--- config.mk ---
export PLATFORM = sky130hd
export DESIGN_NAME = accel_spi_responder
export DESIGN_NICKNAME = d
export VERILOG_FILES = /design/src/rtl/accel_regs_pkg.sv /design/src/rtl/spi_sync_edge.sv /design/src/rtl/accel_spi_responder.sv
export SDC_FILE = /design/constraint.sdc
export NUM_CORES = 1
export LEC_CHECK = 0
export ABC_AREA = 1
export CAP_MARGIN = 20
export CORE_AREA = 3 3 121 123
export CTS_CLUSTER_SIZE = 8
export DETAILED_ROUTE_END_ITERATION = 10
export DIE_AREA = 0 0 124 126
export PLACE_DENSITY = 0.75
export SYNTH_ARGS = -nofsm -noshare
export SYNTH_HDL_FRONTEND = slang
export SYNTH_HIERARCHICAL = 1
export SYNTH_SLANG_ARGS = --single-unit
--- constraint.sdc ---
create_clock -name clk -period 1.8 [get_ports clk]
set_input_delay 0.54 -clock clk [delete_from_list [all_inputs] [get_ports clk]]
set_output_delay 0.54 -clock clk [all_outputs]
set_load 0.01 [all_outputs]
--- src/rtl/accel_regs_pkg.sv ---
// accel_regs_pkg: register map, reset values and FSM states shared by the accelerometer SPI responder.
package accel_regs_pkg;
   localparam logic [5:0] ADDR_DEVID       = 6'h00;
   localparam logic [5:0] ADDR_BW_RATE     = 6'h2C;
   localparam logic [5:0] ADDR_POWER_CTL   = 6'h2D;
   localparam logic [5:0] ADDR_DATA_FORMAT = 6'h31;
   localparam logic [5:0] ADDR_DATAX0      = 6'h32;
   localparam logic [5:0] ADDR_DATAZ1      = 6'h37;
   localparam logic [7:0] RST_BW_RATE      = 8'h0A;
   localparam logic [7:0] RST_POWER_CTL    = 8'h00;
   localparam logic [7:0] RST_DATA_FORMAT  = 8'h00;
   typedef enum logic [1:0] {ST_IDLE, ST_CMD, ST_DATA} state_e;
   function automatic logic is_data_addr(input logic [5:0] a);
      return a >= ADDR_DATAX0 && a <= ADDR_DATAZ1;
   endfunction
endpackage

--- src/rtl/spi_sync_edge.sv ---
// spi_sync_edge: synchronizer chain plus one-cycle rise/fall pulses for one asynchronous SPI pin.
// The chain free-runs through reset so a pin already low at reset release does not look like a fresh edge.
module spi_sync_edge #(
   parameter int STAGES = 2
) (
   input  logic clk,
   input  logic d_i,
   output logic q_o,
   output logic rise_o,
   output logic fall_o
);
   logic [STAGES-1:0] sync_q;
   logic              prev_q;
   always_ff @(posedge clk) begin
      sync_q <= STAGES'({sync_q, d_i});
      prev_q <= sync_q[STAGES-1];
   end
   assign q_o    = sync_q[STAGES-1];
   assign rise_o = q_o & ~prev_q;
   assign fall_o = ~q_o & prev_q;
endmodule

--- src/rtl/accel_spi_responder.sv ---
// accel_spi_responder: mode-3 SPI register slave for an accelerometer, with coherent sample buffering
// and a data-ready interrupt.
module accel_spi_responder
   import accel_regs_pkg::*;
#(
   parameter logic [7:0] DEVID       = 8'hE5,
   parameter int         SYNC_STAGES = 2
) (
   input  logic        clk,
   input  logic        rst,
   input  logic        spi_csn,
   input  logic        spi_sclk,
   input  logic        spi_sdi,
   output logic        spi_sdo,
   output logic        spi_sdo_oe,
   input  logic [15:0] sample_x,
   input  logic [15:0] sample_y,
   input  logic [15:0] sample_z,
   input  logic        sample_valid,
   output logic        int1,
   output logic [7:0]  bw_rate,
   output logic [7:0]  power_ctl,
   output logic [7:0]  data_format
);
   logic csn_s, csn_rise, csn_fall, sclk_s, sclk_rise, sclk_fall, sdi_s, sdi_r, sdi_f;
   spi_sync_edge #(.STAGES(SYNC_STAGES)) u_csn  (.clk(clk), .d_i(spi_csn),  .q_o(csn_s),  .rise_o(csn_rise),  .fall_o(csn_fall));
   spi_sync_edge #(.STAGES(SYNC_STAGES)) u_sclk (.clk(clk), .d_i(spi_sclk), .q_o(sclk_s), .rise_o(sclk_rise), .fall_o(sclk_fall));
   spi_sync_edge #(.STAGES(SYNC_STAGES)) u_sdi  (.clk(clk), .d_i(spi_sdi),  .q_o(sdi_s),  .rise_o(sdi_r),     .fall_o(sdi_f));
   logic unused_s;
   assign unused_s = &{1'b0, sclk_s, sdi_r, sdi_f};
   state_e      state_q;
   logic [2:0]  bit_cnt_q;
   logic [7:0]  shift_q, bw_rate_q, power_ctl_q, data_format_q;
   logic [5:0]  addr_q;
   logic        rw_q, mb_q, sdo_q, oe_q, int1_q, pend_v_q;
   logic [47:0] data_q, pend_q;
   logic [7:0]  rx_byte, rd_byte;
   logic [2:0]  off;
   logic        samp_en;
   always_comb begin
      rx_byte = {shift_q[6:0], sdi_s};
      off     = 3'(addr_q - ADDR_DATAX0);
      samp_en = sample_valid & power_ctl_q[3];
      rd_byte = addr_q == ADDR_DEVID       ? DEVID :
                addr_q == ADDR_BW_RATE     ? bw_rate_q :
                addr_q == ADDR_POWER_CTL   ? power_ctl_q :
                addr_q == ADDR_DATA_FORMAT ? data_format_q :
                is_data_addr(addr_q)       ? data_q[{off, 3'b000} +: 8] : 8'h00;
   end
   always_ff @(posedge clk) begin
      if (rst) begin
         state_q       <= ST_IDLE;
         bit_cnt_q     <= '0;
         shift_q       <= '0;
         addr_q        <= '0;
         rw_q          <= 1'b0;
         mb_q          <= 1'b0;
         sdo_q         <= 1'b0;
         oe_q          <= 1'b0;
         int1_q        <= 1'b0;
         pend_v_q      <= 1'b0;
         pend_q        <= '0;
         data_q        <= '0;
         bw_rate_q     <= RST_BW_RATE;
         power_ctl_q   <= RST_POWER_CTL;
         data_format_q <= RST_DATA_FORMAT;
      end else begin
         if (csn_rise) begin
            state_q   <= ST_IDLE;
            bit_cnt_q <= '0;
            oe_q      <= 1'b0;
            sdo_q     <= 1'b0;
            if (pend_v_q) begin
               data_q   <= pend_q;
               pend_v_q <= 1'b0;
               int1_q   <= 1'b1;
            end
         end else if (csn_fall) begin
            state_q   <= ST_CMD;
            bit_cnt_q <= '0;
         end else if (state_q != ST_IDLE) begin
            if (sclk_rise) begin
               shift_q   <= rx_byte;
               bit_cnt_q <= bit_cnt_q + 3'd1;
               if (bit_cnt_q == 3'd7 && state_q == ST_CMD) begin
                  state_q <= ST_DATA;
                  rw_q    <= shift_q[6];
                  mb_q    <= shift_q[5];
                  addr_q  <= rx_byte[5:0];
                  oe_q    <= shift_q[6];
                  if (shift_q[6] && is_data_addr(rx_byte[5:0])) int1_q <= 1'b0;
               end else if (bit_cnt_q == 3'd7) begin
                  if (!rw_q && addr_q == ADDR_BW_RATE) bw_rate_q <= rx_byte;
                  if (!rw_q && addr_q == ADDR_POWER_CTL) power_ctl_q <= rx_byte;
                  if (!rw_q && addr_q == ADDR_DATA_FORMAT) data_format_q <= rx_byte;
                  if (mb_q) addr_q <= addr_q + 6'd1;
               end
            end
            if (sclk_fall && state_q == ST_DATA && rw_q) sdo_q <= rd_byte[~bit_cnt_q];
         end
         // Samples arriving mid-transaction wait in the pending buffer so a burst read stays coherent.
         if (samp_en && !csn_s) begin
            pend_q   <= {sample_z, sample_y, sample_x};
            pend_v_q <= 1'b1;
         end else if (samp_en) begin
            data_q <= {sample_z, sample_y, sample_x};
            int1_q <= 1'b1;
         end
      end
   end
   assign spi_sdo     = sdo_q;
   assign spi_sdo_oe  = oe_q;
   assign int1        = int1_q;
   assign bw_rate     = bw_rate_q;
   assign power_ctl   = power_ctl_q;
   assign data_format = data_format_q;
endmodule
==> metrics.yaml <==
outcome: "finished, violations left"
violations: "negative setup slack"
antenna_cells: 0
cts_tree: "done"
finClkSkew_ns: 0.00944
num_vias: 6725
vdd_drop_max_mv: 0.760
portBuffers: 80
min_delay_worst_endpoint: "u_sdi/sync_q[1]$_DFF_P_"
drtAntennaViolNets: 0
core_sq_mm: 0.0138
cts_buffers: 17
syn_inst: 975
gp_congestion: 0.953
clock_path_buffers: 2
min_from: "u_sdi/sync_q[0]$_DFF_P_"
path_clk_slew_ns: 0.06
syn_area_sq_mm: 0.00680
crit_path_start_kind: "flip-flop"
synth_nets: 1036
initial_core_util: 0.494
hold_viol: 0
clk_latency_ns: 0.43
dieHeight_um: 126
dieArea_sq_mm: 0.0156
setup_viol: 1
grt.overflow.total: 0
grt_pass1_vias: 6254
setup_tns_ns: -0.0262
finalPower_mw: 7.37
track_usage: 0.239
hold_depth: 0
fin_ws_ns: -0.0262
r2r_start: "addr_q[0]$_SDFFE_PP0P_"
dp_slack_ns: -0.122
critPathKind: "flip-flop to flip-flop"
clock_sinks: 152
grt_max_degree: 69
fmax_mhz: 548
htreeDepth: 4
arrival_ns: 2.14
placementRows: 43
cp-end-kind: "flip-flop"
viasPerCell: 5.29
r2r_cells: 13
dr.pass1.iters: 7
syn_area_per_cell_sq_um: 6.97
areaGrowthSynthToFinish_pct: 31.5
drt-initial-drc-count: 562
r2r_setup_slack_ns: -0.03
wirelength_um: 18400
fp.dieW_um: 124
leakage_nw: 3.83
antenna_found_initial: 0
worstHoldPathType: "flip-flop to flip-flop"
wl_per_cell_um: 14.5
drv_cap: 0
yosysWarnings: 6
required_ns: 2.11
slew_violations: 0
io_pins: 81
hpwl_um: 12100
worstMarginPinSlew_ns: 0.412
grt_pass1_wl_um: 29900
post-route-period-util: 1.01
relSlewSlack: 0.725
drive_gt1_frac: 0.148
path_max_fanout: 8
power.density_mw_per_mm2: 824
cts_root_buffer: "clkbuf_16"
r2r-end: "spi_sdo$_SDFFE_PP0P_"
fin_crit_ns: 1.83
drc_errors: 0
grt_setup_unrepaired: "true"
final_nets: 1140
[worst max path at each step]
stage                                       to  slack (ns)                    from  depth (start not counted)
final                     spi_sdo$_SDFFE_PP0P_       -0.03  addr_q[0]$_SDFFE_PP0P_                         13
after global routing      spi_sdo$_SDFFE_PP0P_       -0.16  addr_q[4]$_SDFFE_PP0P_                         14
after CTS                 spi_sdo$_SDFFE_PP0P_       -0.09  addr_q[0]$_SDFFE_PP0P_                         14
after detailed placement  spi_sdo$_SDFFE_PP0P_       -0.12  addr_q[1]$_SDFFE_PP0P_                         16
after global placement    spi_sdo$_SDFFE_PP0P_       -0.07  addr_q[1]$_SDFFE_PP0P_                         16
after floorplan           spi_sdo$_SDFFE_PP0P_       -0.01  addr_q[0]$_SDFFE_PP0P_                         15
[area by class of cell]
| cell class | instances | area [sq um] |
|---|---|---|
| multi-input combinational | 686 | 3370 |
| tap | 180 | 225 |
| sequential | 152 | 3060 |
| inverter | 79 | 319 |
| clock inverter | 13 | 179 |
| timing repair inverter | 1 | 6.26 |
| fill | 1239 | 4830 |
| clock buffer | 18 | 439 |
| timing repair buffer | 142 | 1350 |
[report_power, final]
group	switching (mW)	total [mW]	internal, mW
logic	0.122	0.270	0.149
clock network	1.38	3.71	2.33
registers	0.0113	3.39	3.38
total	1.51	7.37	5.86
[worst max-delay path, cell delays in order (launching register included)]
cell and delay [ns]:
dfxtp_4 0.36, buf_12 0.13, clkinv_8 0.06, ha_4 0.13
nand4_1 0.08, buf_6 0.15, buf_4 0.16, o21ai_4 0.14
o21bai_1 0.12, inv_1 0.06, nor2_2 0.12, nor2_2 0.04
nor2_1 0.10, nor2_1 0.05
[sequential cells by signal, summed over array words and instances, names as in the netlist, 2 cells and up]
register,cells
state_q,2
u_csn/sync_q,2
addr_q,6
shift_q,7
u_sdi/sync_q,2
pend_q,48
bit_cnt_q,3
power_ctl,8
u_sclk/sync_q,2
data_q,48
bw_rate,8
data_format,8
[layer usage]
metal  share of wire  global-route usage  vias up  routed length (um)
met2            0.48               0.381      237                8730
met1            0.44               0.315     3050                8090
met5               0                   0        -                   0
li1                -                   -     3399                   -
met3           0.062              0.0566       39                1140
met4           0.022              0.0857        0                 411
[per-stage QoR]
step	hold slack (ns)	cells	util	instance area (sq um)
after global placement	0.313	1229	0.587	8090
after CTS	0.326	1260	0.630	8680
after floorplan	0.310	975	-	6840
after global routing	0.334	1271	0.649	8940
after detailed placement	0.312	1229	0.587	8090
final	0.326	1271	0.649	8940
[cells in the final DEF (no fill, tap or decap), drive strengths merged]
cell type and count:
nand2 218, o21ai 167, nor2 157, dfxtp 152, inv 77, buf 62, clkdlybuf4s50 53, a21oi 42
nand3 41, a31oi 36, dlygate4sd2 27, clkbuf 18, clkinv 8, ha 7, nand4 4, bufinv 4
clkinvlp 4, a211oi 3, o21bai 2, o211ai 2, o32ai 1, a21boi 1, xor2 1, nor3 1
nor4 1, o22ai 1, o31ai 1
[repair_timing]
action / in CTS / in global routing
pin swaps: 0 / 18
hold endpoints to repair: 0 / 0
setup buffers: 0 / 10
gates cloned: 0 / 1
gates resized for setup: 31 / 58
hold buffers: 0 / 0
endpoints found under the setup margin: 28 / 32
(Power assumes the default switching activity.)
